`src/rtl/pack_poly_group_sequencer.sv`:
```
// Walks a polynomial in groups of 8 coefficients: fetches each group, hands it to the
// pack-group stage, and writes the 3 packed bytes it returns into ciphertext RAM.
module pack_poly_group_sequencer #(
  parameter int KYBER_N   = 256,
  parameter int COEFF_W   = 12,
  parameter int GRP_OUT_W = 24,
  parameter int CT_ADDR_W = 10
) (
  input  logic                   clk,
  input  logic                   reset_n,
  input  logic                   start,
  input  logic [CT_ADDR_W-1:0]   ct_base,
  output logic                   busy,
  output logic                   done,
  output logic                   coef_rd_en,
  output logic [7:0]             coef_rd_addr,
  input  logic [COEFF_W-1:0]     coef_rd_data,
  output logic                   grp_enable,
  output logic [8*COEFF_W-1:0]   grp_coeffs,
  input  logic                   grp_done,
  input  logic [GRP_OUT_W-1:0]   grp_data,
  output logic                   ct_we,
  output logic [CT_ADDR_W-1:0]   ct_addr,
  output logic [7:0]             ct_wdata,
  output logic [3:0]             fsmState
);

  localparam int NGRP = KYBER_N / 8;
  localparam int GW   = (NGRP > 1) ? $clog2(NGRP) : 1;

  typedef enum logic [3:0] {
    S_IDLE, S_FETCH, S_LAUNCH, S_WAIT, S_WR0, S_WR1, S_WR2, S_NEXT, S_FIN
  } state_t;

  // Handshakes: start is a 1-cycle request honoured only in S_IDLE; grp_enable is a
  // 1-cycle launch; the group result is taken on the rising edge of grp_done only.

  state_t                 state;
  logic [GW-1:0]          grpIdx;
  logic [3:0]             fetchCnt;
  logic [CT_ADDR_W-1:0]   grpAddr;
  logic [GRP_OUT_W-1:0]   holdData;
  logic                   grpDonePrev;
  logic                   grpRise;

  assign fsmState = state;
  assign grpRise  = grp_done & ~grpDonePrev;

  always_ff @(posedge clk or negedge reset_n) begin
    if (!reset_n) begin
      state        <= S_IDLE;
      grpIdx       <= '0;
      fetchCnt     <= '0;
      grpAddr      <= '0;
      holdData     <= '0;
      grpDonePrev  <= 1'b0;
      busy         <= 1'b0;
      done         <= 1'b0;
      coef_rd_en   <= 1'b0;
      coef_rd_addr <= '0;
      grp_enable   <= 1'b0;
      grp_coeffs   <= '0;
      ct_we        <= 1'b0;
      ct_addr      <= '0;
      ct_wdata     <= '0;
    end else begin
      grpDonePrev <= grp_done;
      case (state)
        S_IDLE: begin
          if (start) begin
            busy         <= 1'b1;
            grpIdx       <= '0;
            grpAddr      <= ct_base;
            fetchCnt     <= '0;
            coef_rd_en   <= 1'b1;
            coef_rd_addr <= '0;
            state        <= S_FETCH;
          end
        end
        S_FETCH: begin
          // Read data trails the strobe by one cycle, so the shift starts at count 1
          // and coefficient 8g+0 ends up in the top slot.
          fetchCnt <= fetchCnt + 4'd1;
          if (fetchCnt != 4'd0)
            grp_coeffs <= {grp_coeffs[8*COEFF_W-COEFF_W-1:0], coef_rd_data};
          if (fetchCnt < 4'd7)
            coef_rd_addr <= coef_rd_addr + 8'd1;
          if (fetchCnt == 4'd7)
            coef_rd_en <= 1'b0;
          if (fetchCnt == 4'd8) begin
            grp_enable <= 1'b1;
            state      <= S_LAUNCH;
          end
        end
        S_LAUNCH: begin
          grp_enable <= 1'b0;
          state      <= S_WAIT;
        end
        S_WAIT: begin
          if (grpRise) begin
            holdData <= grp_data;
            ct_we    <= 1'b1;
            ct_addr  <= grpAddr;
            ct_wdata <= grp_data[23:16];
            state    <= S_WR0;
          end
        end
        S_WR0: begin
          ct_addr  <= ct_addr + CT_ADDR_W'(1);
          ct_wdata <= holdData[15:8];
          state    <= S_WR1;
        end
        S_WR1: begin
          ct_addr  <= ct_addr + CT_ADDR_W'(1);
          ct_wdata <= holdData[7:0];
          state    <= S_WR2;
        end
        S_WR2: begin
          ct_we <= 1'b0;
          state <= S_NEXT;
        end
        S_NEXT: begin
          grpIdx  <= grpIdx + GW'(1);
          grpAddr <= grpAddr + CT_ADDR_W'(3);
          if (grpIdx != GW'(NGRP - 1)) begin
            fetchCnt     <= '0;
            coef_rd_en   <= 1'b1;
            coef_rd_addr <= 8'({GW'(grpIdx + GW'(1)), 3'b000});
            state        <= S_FETCH;
          end else begin
            done  <= 1'b1;
            busy  <= 1'b0;
            state <= S_FIN;
          end
        end
        S_FIN: begin
          done  <= 1'b0;
          state <= S_IDLE;
        end
        default: state <= S_IDLE;
      endcase
    end
  end

endmodule

```
`config.mk`:
```
export PLATFORM = sky130hd
export DESIGN_NAME = pack_poly_group_sequencer
export DESIGN_NICKNAME = d
export VERILOG_FILES = /design/src/rtl/pack_poly_group_sequencer.sv
export SDC_FILE = /design/constraint.sdc
export NUM_CORES = 1
export LEC_CHECK = 0
export ABC_AREA = 1
export CAP_MARGIN = 40
export CORE_MARGIN = 2
export CORE_UTILIZATION = 45
export DETAILED_ROUTE_END_ITERATION = 8
export PLACE_DENSITY = 0.76
export SYNTH_ARGS = -nofsm -noshare
export SYNTH_HDL_FRONTEND = slang
export SYNTH_SLANG_ARGS = --single-unit
export TNS_END_PERCENT = 30
```
`constraint.sdc`:
```
create_clock -name clk -period 1.4 [get_ports clk]
set_input_delay 0.35 -clock clk [delete_from_list [all_inputs] [get_ports clk]]
set_output_delay 0.35 -clock clk [all_outputs]
set_load 0.02 [all_outputs]
```
==> impl_metrics.csv <==
group,metric,value,unit
sta,max_freq,0.669,GHz
finish,finalNetCount,1279,
sta,clock_skew,0.0102,ns
worst_setup_path,critPathLaunchType,"flop",
global_route,antenna_found_initial,0,
finish,area_growth,44.0,%
finish,nFillCells,1358,
flow_run,cap_viol_max_count,0,
drt,drt-initial-drc-count,544,
place,place_hpwl,14500,µm
floorplanning,die_width,135,µm
worst_setup_path,crit_type,"flop to primary output",
worst_setup_path,path_max_fanout,4,
clock_tree,clockBufferDepth,2,
drt,drt-wirelength-per-cell,14.6,µm
drt,firstDrtPassIters,5,
clock_tree,clkLatencyLatePin,0.43,ns
finish,n_antenna_cell,0,
clock_tree,clkSinkCount,167,
drt,viasPerCell,5.06,
sta,slew_violations,0,
yosys,async_flop_share,100,%
global_route,grt_overflow,0,
drt,routed_wl,21300,µm
clock_tree,cts_root_buf,"clkbuf_16",
floorplanning,die_h,135,µm
finish,final_cells,1455,
floorplanning,core_area,16600,µm²
finish,fin_util,66.4,%
floorplanning,start_util,46.1,%
sta,min_period,1.50,ns
sta,finalSetupViolCount,91,
global_route,grt_usage,23.3,%
floorplanning,placement_rows,47,
yosys,synth-main-ff-cell,"dfrtp_1",
pwr,swShare,44.7,%
drt,drc,0,
sta,final_hold_viol_count,0,
clock_tree,cts_tree,"built",
place,finalWeightedCongestion,0.861,
yosys,ys_warn_count,0,
yosys,syn-num-nets,996,
global_route,grt_max_degree,70,
worst_setup_path,cp.required,1.05,ns
worst_setup_path,max_stage_delay,0.46,ns
yosys,synth_area,7670,µm²
global_route,grt_pass1_vias,6820,
yosys,synth.largest_area_cell,"dfrtp_1",
worst_setup_path,path_buf_inv,2,
pwr,intPower,14800,µW
yosys,synth_edf_count,0,
pwr,irDropWorstVdd,1220,µV
yosys,yosysUniqueCellTypes,34,
yosys,synthTopCellsByCount,"nand2_1, dfrtp_1, nand3_1",
worst_setup_path,crit_chain,"buf_6, buf_6",
pwr,p_seq_share,30.7,%
drt,via_count,7368,
worst_setup_path,endpoint_kind,"primary output",
clock_tree,numCtsBuffers,17,
worst_setup_path,reg2reg_depth,8,
yosys,avgSynthCellArea,8.17,µm²
yosys,synth_top_area_share,54.5,%
floorplanning,dieArea,18100,µm²
worst_setup_path,r2r_setup_slack,-0.09,ns
sta,worst_slack,-0.0952,ns
place,port_buffers,180,
drt,ant_nets,0,
global_route,grt_pass1_wl,33700,µm
sta,tightest_slew,0.359,ns
worst_setup_path,r2r_start,"fsmState[2]$_DFFE_PN0P_",
sta,fin_setup_tns,-2.38,ns
worst_setup_path,critPathArrivalTime,1.15,ns
run_status,violations,"setup timing",
yosys,ys_top_cells_by_area,"dfrtp_1, nand2_1, nand3_1, o21ai_0, inv_1",
pwr,cellLeakagePower,0.00599,µW
min_path,hp-class,"primary input to async pin",
pwr,p_comb_share,51.8,%
sta,final.period_utilization,107,%
pwr,power.density,2420,nW/µm²
worst_setup_path,rr_endpoint,"coef_rd_addr[4]$_DFFE_PN0P_",
floorplanning,ios,181,
pwr,switchingPower,12000,µW
finish,drive_above_1_share,30.0,%
yosys,yosysMostFrequentCell,"nand2_1",
place,pre_cts_ws,-0.438,ns
place,dp.cells,1406,
worst_setup_path,worst_path_max_delay_cell,"dfrtp_2",
sta,rsz0062_at_grt,"true",
pwr,p_clk_share,17.5,%
clock_tree,htree_num_levels,4,
worst_setup_path,cpMostUsedCell,"buf_6",
yosys,ys_ff_latch,167,
sta,maxSlewHeadroom,76.0,%
worst_setup_path,path_delay_family,"flip-flops",
clock_tree,cts.clk_slew.worst_paths,0.07,ns
run_status,status,"complete, but fails checks",
yosys,synth_seq_area_share,54.5,%
yosys,synthCells,939,
[cells in the final DEF (no fill, tap or decap), drive strengths merged, types with 2 or more instances in the layout]
cell	count
nand2	421
buf	252
dfrtp	167
nand3	136
inv	59
clkdlybuf4s50	48
nor2	46
o21ai	41
clkbuf	21
nand4	7
ha	7
o211ai	6
clkinv	5
xor2	4
a21oi	2
o32a	2
nor3	2
[worst reg2reg max path, delay by kind of cell, from the launching register on]
kind	cells	cell delay, ns
AND/OR/NAND/NOR	4	0.49
flip-flops	1	0.43
buffers and inverters	2	0.22
AO/OA/AOI/OAI	2	0.29
[power by group through the flow]
| stage | registers, µW | clock network, µW | logic, µW |
|---|---|---|---|
| after floorplan | 10000 | 0 | 5460 |
| after CTS | 8140 | 4720 | 12900 |
| after global routing | 8440 | 4930 | 15200 |
| after global placement | 8210 | 0 | 13500 |
| final | 8230 | 4670 | 13900 |
| after detailed placement | 8230 | 0 | 13800 |
[flip-flops by register name, indices dropped and copies added (netlist names)]
| signal | flops |
|---|---|
| ct_addr | 10 |
| ct_wdata | 8 |
| grpAddr | 10 |
| fsmState | 4 |
| grp_coeffs | 96 |
| grpIdx | 5 |
| done | 1 |
| grpDonePrev | 1 |
| holdData | 16 |
| coef_rd_addr | 8 |
| coef_rd_en | 1 |
| grp_enable | 1 |
| busy | 1 |
| ct_we | 1 |
| fetchCnt | 4 |
[layer usage]
metal | wire (µm) | GRT usage (%) | part of all wire (%)
met1 | 9340 | 32.3 | 44
met2 | 10400 | 37.2 | 49
met3 | 958 | 3.60 | 4.5
met4 | 563 | 9.12 | 2.6
met5 | 0 | 0 | 0
[through the flow]
step / area (µm²) / total power, µW / hold WS (ns)
finish: 11000 / 26800 / 0.332
global route: 11000 / 28600 / 0.331
CTS: 10600 / 25800 / 0.306
detailed placement: 10500 / 22100 / 0.193
global placement: 10500 / 21800 / 0.192
floorplan: 7700 / 15500 / 0.0544
[final cells by class]
class	count	area [µm²]	area share [%]
clock inverters	12	133	1.20
well taps	220	275	2.49
repair inverters	1	5.00	0.0453
multi-input cells	680	3400	30.8
repair buffers	302	2360	21.4
flip-flops and latches	167	4180	37.9
inverters	53	234	2.12
clock buffers	20	457	4.13
[logic make-up after synthesis]
group                    synth area share [%]
AO/OA/AOI/OAI                            4.06
XOR/XNOR                                0.571
adder cells (fa/ha/maj)                  1.14
buffers and inverters                    5.99
flip-flops                               54.5
AND/OR/NAND/NOR                          33.8
[how the worst max path moves through the flow]
stage                                 start                           to  cells after the start
detailed placement                 grp_done       ct_addr[3]$_DFFE_PN0P_                      8
finish              fsmState[1]$_DFFE_PN0P_                  fsmState[1]                      2
floorplan             grpIdx[0]$_DFFE_PN0P_  coef_rd_addr[5]$_DFFE_PN0P_                      8
global route        fsmState[3]$_DFFE_PN0P_  coef_rd_addr[3]$_DFFE_PN0P_                      8
CTS                   grpIdx[0]$_DFFE_PN0P_             busy$_DFFE_PN0P_                      9
global placement                   grp_done            ct_we$_DFFE_PN0P_                      7
[timing repair]
item / in CTS / in global routing
endpoints found under the setup margin: 250 / 173
resized for setup: 567 / 92
setup buffers: 6 / 7
gates cloned: 1 / 2
endpoints found under the hold margin: 11 / 0
hold buffers: 1 / 0
pin swaps: 15 / 20
Power figures use the tool's default switching activity.
